--- src/rtl/mem_pkg.sv ---
// Shared encodings for the load/store front end: access sizes, FSM states
// and the byte-lane select patterns driven to the data RAM.
package mem_pkg;

  localparam logic [1:0] SIZE_B = 2'b00;
  localparam logic [1:0] SIZE_H = 2'b01;
  localparam logic [1:0] SIZE_W = 2'b10;
  localparam logic [1:0] SIZE_X = 2'b11;

  typedef enum logic [1:0] {
    IDLE   = 2'd0,
    ACCESS = 2'd1,
    RESP   = 2'd2
  } state_t;

  localparam logic [3:0] SEL_B0 = 4'b0001;
  localparam logic [3:0] SEL_B1 = 4'b0010;
  localparam logic [3:0] SEL_B2 = 4'b0100;
  localparam logic [3:0] SEL_B3 = 4'b1000;
  localparam logic [3:0] SEL_H0 = 4'b0011;
  localparam logic [3:0] SEL_H1 = 4'b1100;
  localparam logic [3:0] SEL_W  = 4'b1111;

endpackage

--- src/rtl/mem_lane_align.sv ---
// Combinational lane logic: byte-lane select, store-data replication,
// load-data extraction with sign/zero extension, and alignment checking.
module mem_lane_align
  import mem_pkg::*;
(
  input  logic [1:0]  size,
  input  logic [1:0]  off,
  input  logic [31:0] wdata,
  input  logic        uns,
  input  logic [31:0] dout,
  output logic [3:0]  sel,
  output logic [31:0] din,
  output logic [31:0] rdata_ext,
  output logic        misalign
);

  logic [7:0]  b;
  logic [15:0] h;

  always_comb begin
    sel       = '0;
    din       = '0;
    rdata_ext = '0;
    misalign  = 1'b0;
    b         = dout[7:0];
    h         = off[1] ? dout[31:16] : dout[15:0];
    case (off)
      2'd0:    b = dout[7:0];
      2'd1:    b = dout[15:8];
      2'd2:    b = dout[23:16];
      default: b = dout[31:24];
    endcase
    case (size)
      SIZE_B: begin
        case (off)
          2'd0:    sel = SEL_B0;
          2'd1:    sel = SEL_B1;
          2'd2:    sel = SEL_B2;
          default: sel = SEL_B3;
        endcase
        din       = {4{wdata[7:0]}};
        rdata_ext = {{24{b[7] & ~uns}}, b};
      end
      SIZE_H: begin
        sel       = off[1] ? SEL_H1 : SEL_H0;
        din       = {2{wdata[15:0]}};
        rdata_ext = {{16{h[15] & ~uns}}, h};
        misalign  = off[0];
      end
      SIZE_W: begin
        sel       = SEL_W;
        din       = wdata;
        rdata_ext = dout;
        misalign  = |off;
      end
      // SIZE_X is reported through the same error flag as misalignment
      default: misalign = 1'b1;
    endcase
  end

endmodule

--- src/rtl/mem_access_unit.sv ---
// Load/store front end: accepts one request per handshake, performs a single
// RAM access cycle and returns a registered response with an error flag.
module mem_access_unit
  import mem_pkg::*;
#(
  parameter int RAM_AW      = 10,
  parameter bit CHECK_RANGE = 1'b1
) (
  input  logic              clk,
  input  logic              rst,
  input  logic              req_valid,
  output logic              req_ready,
  input  logic              req_we,
  input  logic [1:0]        req_size,
  input  logic              req_unsigned,
  input  logic [31:0]       req_addr,
  input  logic [31:0]       req_wdata,
  output logic              resp_valid,
  input  logic              resp_ready,
  output logic [31:0]       resp_rdata,
  output logic              resp_err,
  output logic              ram_we,
  output logic [3:0]        ram_sel,
  output logic              ram_ld,
  output logic [RAM_AW-1:0] ram_addr,
  output logic [31:0]       ram_din,
  input  logic [31:0]       ram_dout
);

  // Handshake: a request transfers on a rising edge where req_valid and
  // req_ready are both high; a response transfers where resp_valid and
  // resp_ready are both high. Neither side may retract while waiting.

  state_t state, state_nxt;

  logic              r_we, r_uns;
  logic [1:0]        r_size;
  logic [RAM_AW+1:0] r_addr;
  logic [31:0]       r_wdata;
  logic [RAM_AW-1:0] addr_hold;
  logic [31:0]       din_hold;

  logic        idle, in_access, accept, range_err, req_err;
  logic [1:0]  a_size, a_off;
  logic [3:0]  a_sel;
  logic [31:0] a_din, a_rdata;
  logic        a_misalign;

  assign idle      = (state == IDLE);
  assign in_access = (state == ACCESS);
  assign accept    = req_valid & idle;

  // In IDLE the aligner judges the incoming request; afterwards it works on the held copy
  assign a_size = idle ? req_size      : r_size;
  assign a_off  = idle ? req_addr[1:0] : r_addr[1:0];

  mem_lane_align u_align (
    .size      (a_size),
    .off       (a_off),
    .wdata     (r_wdata),
    .uns       (r_uns),
    .dout      (ram_dout),
    .sel       (a_sel),
    .din       (a_din),
    .rdata_ext (a_rdata),
    .misalign  (a_misalign)
  );

  assign range_err = CHECK_RANGE && (req_addr[31:RAM_AW+2] != '0);
  assign req_err   = a_misalign | range_err;

  always_comb begin
    state_nxt = state;
    case (state)
      IDLE:    if (accept) state_nxt = req_err ? RESP : ACCESS;
      ACCESS:  state_nxt = RESP;
      RESP:    if (resp_ready) state_nxt = IDLE;
      default: state_nxt = IDLE;
    endcase
  end

  assign req_ready  = idle;
  assign resp_valid = (state == RESP);
  assign ram_we     = in_access & r_we;
  assign ram_ld     = in_access & ~r_we;
  assign ram_sel    = in_access ? a_sel : 4'b0000;
  assign ram_addr   = in_access ? r_addr[RAM_AW+1:2] : addr_hold;
  assign ram_din    = (in_access & r_we) ? a_din : din_hold;

  always_ff @(posedge clk or posedge rst) begin
    if (rst) begin
      state      <= IDLE;
      r_we       <= 1'b0;
      r_uns      <= 1'b0;
      r_size     <= SIZE_B;
      r_addr     <= '0;
      r_wdata    <= '0;
      addr_hold  <= '0;
      din_hold   <= '0;
      resp_rdata <= '0;
      resp_err   <= 1'b0;
    end else begin
      state <= state_nxt;
      if (accept) begin
        r_we       <= req_we;
        r_uns      <= req_unsigned;
        r_size     <= req_size;
        r_addr     <= req_addr[RAM_AW+1:0];
        r_wdata    <= req_wdata;
        resp_err   <= req_err;
        resp_rdata <= '0;
      end
      if (in_access) begin
        addr_hold <= r_addr[RAM_AW+1:2];
        if (r_we) din_hold <= a_din;
        else      resp_rdata <= a_rdata;
      end
    end
  end

endmodule
--- config.mk ---
export PLATFORM = sky130hd
export DESIGN_NAME = mem_access_unit
export DESIGN_NICKNAME = d
export VERILOG_FILES = /design/src/rtl/mem_pkg.sv /design/src/rtl/mem_lane_align.sv /design/src/rtl/mem_access_unit.sv
export SDC_FILE = /design/constraint.sdc
export NUM_CORES = 1
export LEC_CHECK = 0
export BUFFER_PORTS_ARGS = -buffer_cell sky130_fd_sc_hd__buf_2
export CAP_MARGIN = 20
export CORE_UTILIZATION = 56
export CTS_CLUSTER_SIZE = 14
export DETAILED_ROUTE_END_ITERATION = 12
export PLACE_DENSITY = 0.86
export SYNTH_ARGS = -nofsm -noshare
export SYNTH_HDL_FRONTEND = slang
export SYNTH_SLANG_ARGS = --single-unit
--- constraint.sdc ---
create_clock -name clk -period 13.1 [get_ports clk]
set_input_delay 2.62 -clock clk [delete_from_list [all_inputs] [get_ports clk]]
set_output_delay 2.62 -clock clk [all_outputs]
set_load 0.02 [all_outputs]
-- After elaboration in Yosys (flattened, before gate mapping)
Cells that the tools add are included.
- register bits: 125
- output and inout port bits: 83
- equal/unequal tests: 8
- muxes and demuxes: 20
- bitwise operators: 8
- reduce and logical (&&, ||, !) cells: 7
- operator list (operator ; count):
    32-bit one-hot mux with 3 select lines ; 2
    32-bit two-way mux ; 4
    4-bit one-hot mux with 3 select lines ; 2
    8-bit one-hot mux with 3 select lines ; 1
    20-bit nonzero test ; 1
    16-bit two-way mux ; 1
    10-bit two-way mux ; 1
    2-bit two-way mux ; 5
    4-bit two-way mux ; 2
    2-bit by 1-bit equality test with 1-bit output (second input constant) ; 3
    2-bit equality test (second input constant) ; 3
    2-bit zero test ; 3
    2-bit one-hot mux with 3 select lines ; 1
    1-bit bitwise AND ; 5
    2-bit by 1-bit inequality test with 1-bit output (second input constant) ; 2
    2-bit AND reduction ; 2
    1-bit one-hot mux with 3 select lines ; 1
    1-bit NOT ; 2
    2-bit OR reduction ; 1
    1-bit bitwise OR ; 1

-- Depth between registers and ports, before layout
- depth in word-level cells: 8
- mapped depth: 8
- mapped depth without buffers: 6

-- Cells and area by module
Synthesis repeated with hierarchy kept, for this count alone.
- cells, all modules: 502
- area total of the unflattened synthesis: 6000.8 µm²
- modules (own cells, without submodules) (module ; times used ; cells an instance ; area an instance (µm²) ; sequential area each (µm²)):
    mem_access_unit ; 1 ; 318 ; 4848.4 ; 3128.0
    mem_lane_align ; 1 ; 184 ; 1152.4 ; 0.0

-- Least setup slack after synthesis
Ideal clock, no wire load.
- path kind: input-to-output
- start: in req_size[0]
- end: out ram_din[16]
- arrival: 4.326 ns
- required time: 10.480 ns
- slack: 6.154 ns
- stages on the path: 6
- buffers on the path: 2
- cell sequence: or4b_1 o31ai_2 buf_2 buf_2 a22oi_1 o21ai_0
- cells in the longest elaborated chain, start to end: 4
- elaborated cells between the ends (all ways): 6
- those cells by class: 2 x eq/ne; 3 x mux; 1 x reduce/logical
- ends and longest elaborated chain (item ; RTL line ; RTL):
    start, declared ; mem_access_unit.sv:14 ; input logic [1:0] req_size,
    2-bit two-way mux (*) ; mem_access_unit.sv:54 ; assign a_size = idle ? req_size : r_size;
    2-bit equality test (tied with other cells) ; mem_lane_align.sv:33 ; case (size)
    32-bit one-hot mux with 3 select lines (*) ; mem_lane_align.sv:33 ;
    32-bit two-way mux (*) ; mem_access_unit.sv:88 ; assign ram_din = (in_access & r_we) ? a_din : din_hold;
    end, declared ; mem_access_unit.sv:26 ; output logic [31:0] ram_din,
Every way passes the cells marked *; elsewhere a longest branch is shown, timed or not.

-- Worst setup path after layout
- start: in req_size[0]
- end: out ram_din[25]
Same word-level chain as after synthesis.

==> key figures <==
Layout
  • Syn-to-layout area delta: 25.45%
  • Register Area: 0.003128 mm2
  • NumNets Final: between 800 and 900
  • ANT cells: 0
  • Multi-input gate area: 0.002751 mm2
  • Filler cells: 757
  • Fraction of layout cells with a size suffix above 1: 39.76%
  • Fin area: 0.007641 mm2

Detailed routing
  • Met3 WL: roughly 1500 um
  • Via count: 5365
  • WL final: 17400 um
  • 1st-iter DRT viols: 520
  • Drt drc: 0
  • WL met2: roughly 8400 um
  • WL/cell: roughly 20 um
  • DR vias/cell: 6.076
  • Detail Route Antenna Nets: 0
  • Drt pass-1 iters: 6
  • Met1 WL: 7085 um
  • Top sig layer: met4

STA
  • Min Tclk post-route: slightly above 7000 ps
  • Final Max Slew Viols: 0
  • Slew headroom: between 30% and 40%
  • Clock Skews: about 12 ps
  • RSZ-0062 raised after global routing: no
  • Final worst path period share: 54.70%
  • Max frequency: between 100 and 150 MHz
  • Worst-margin pin slew: 1034 ps
  • Final Hold Fails: 0
  • Setup tns final: 0 ps
  • Setup violations, final: 0

Yosys
  • EDFF count, synth: 0
  • Synth warnings: 0
  • Syn Inst Count: 561
  • Most frequent cell after synthesis: dfrtp_1
  • Seq/Total Area, Yosys: about 50%
  • Synth Flop Type: dfrtp_1
  • Leading post-synthesis cells by cell area: dfrtp_1, mux2_2, nand2_1, a21oi_1, a22oi_1
  • Ys async rst share: 100.0%
  • Top cell type's share of synthesized area: approximately half
  • Distinct cells, synth: 52
  • Syn avg cell area: 10.86 um2
  • Synthesized Nets: 665
  • Dominant cell type by area after synthesis: dfrtp_1
  • Commonest cells in the netlist: dfrtp_1, nand2_1, mux2_2
  • Synth Cell Area: approximately 0.006 mm2
  • Flops & latches, synth: 125

Worst setup path
  • CP Capture Type: output pin
  • Critical Path AT: 4550 ps
  • Startpoint Class: primary input
  • CP required: 10480 ps
  • CP max FO: 25
  • Worst R2R Path Depth: 6
  • Critical path class: primary input to output pin

Power
  • Power Dens Cells: 142.5 mW/mm2
  • Peak supply drop: 0.08835 mV
  • Leakage: 3.892 nW

Global routing
  • Largest net degree at the start of global routing: 78
  • First-pass GRT wire length: 27800 um
  • Initial antenna violation count: 1
  • Number of global-route vias before repair: 5450
  • Global route overflow: 0
  • Gr usage total: 32.19%

Clocking
  • CTS Hold Bufs: 0
  • TritonCTS Buffers: 17
  • Longest Clk Path Bufs: 2
  • Clk root buf: clkbuf_8
  • TritonCTS clock tree: built
  • Clock-pin slew on the worst setup and hold paths: ~60 ps
  • Post-CTS setup buffer count: 0
  • Clock sink count: 125
  • Worst-Skew Late Latency: 520 ps
  • H-tree depth: 4
  • Resize count post-CTS: 0

Job
  • MaxCap Viol Count: 0

Placed design
  • Dpl hpwl: 11990 um
  • Final GP Congestion: approximately 0.84
  • Post-placement cell area: 0.007052 mm2
  • # port buffers: approximately 190

Floorplan
  • Die outline area: 0.01130 mm2
  • FP Rows: 37
  • Top Ports: about 190
  • Core area: 0.01042 mm2
  • Die W: 106.3 um
  • Initial core utilization: 58.47%
  • Die Span Y: 106.3 um

Outcome
  • Status: complete, no violations

Hold path
  • Hold path depth: 2
  • Worst hold path class: flop to flop
==> layout by cell type (no fill, tap or decap), drive strengths merged, types with 6 or more instances in the layout <==
master and instances:
a21oi 43, a221o 8, a222oi 8, a22o 7, a22oi 25, and2 17, buf 193, clkbuf 20
clkinv 6, dfrtp 125, inv 8, mux2 56, mux2i 11, nand2 96, nand2b 18, nor2 6
nor4 6, o21ai 36, o221ai 7, o22a 16
==> state kept, by name (all words and copies together) (netlist names) <==
| signal | cells |
|---|---|
| r_wdata | 32 |
| r_uns | 1 |
| addr_hold | 10 |
| resp_err | 1 |
| r_size | 2 |
| r_we | 1 |
| state | 2 |
| din_hold | 32 |
| resp_rdata | 32 |
| r_addr | 12 |
==> kinds of logic (layout without fill, tap and decap cells) <==
logic type,after synthesis,in the layout,share of synthesized area (%)
buffers and inverters,45,231,3.739
DFF,125,125,51.36
muxes,67,67,12.49
and+or+nand+nor,159,159,12.55
AOI/OAI and AO/OA,165,165,19.86
==> final timing paths <==
kind                       slack (ps)              to          from
setup / recovery                 5930     ram_din[25]   req_size[0]
hold / removal                    480    addr_hold[6]  addr_hold[6]
setup reg to reg                10180  resp_rdata[12]      state[0]
hold reg to reg                   480    addr_hold[6]  addr_hold[6]
max in group asynchronous        9520        resp_err           rst
min in group asynchronous        2170   resp_rdata[0]           rst
==> power breakdown <==
part           switching, mW  total, mW  internal (mW)
logic                  0.112      0.206         0.0942
clock network          0.169      0.423          0.254
registers             0.0403      0.460          0.420
total                  0.321       1.09          0.768
==> worst max-delay path: stages <==
cell and delay (ps):
buf_2 140, or4b_1 570, o31ai_4 160, buf_4 410, a22oi_1 140, o21ai_0 260, buf_2 240
==> metal layers <==
layer | vias up | track usage [%]
li1 | 2407 | -
met1 | 2621 | 42.40
met2 | 295 | 50.97
met3 | 42 | 7.235
met4 | 0 | 14.38
met5 | - | 0
==> per-stage QoR <==
stage               setup WS, ps  power [mW]  util, %  cells  hold slack (ps)
floorplan                   6154      0.6011        -    561            480.6
global placement            6091      0.6539    67.70    849            451.4
detailed placement          5986      0.6644    67.70    849            462.4
CTS                         5960       1.088    72.79    880            478.9
global route                5802       1.132    73.36    883            489.0
finish                      5934       1.089    73.36    883            480.4
==> cell type report <==
cell class	instances	area share (%)
inverters	7	0.5404
clock inverters	11	1.244
repair buffers	193	13.35
multi-input cells	391	36.01
well taps	136	2.227
flip-flops and latches	125	40.94
clock buffers	20	5.698
(Power assumes the default switching activity.)
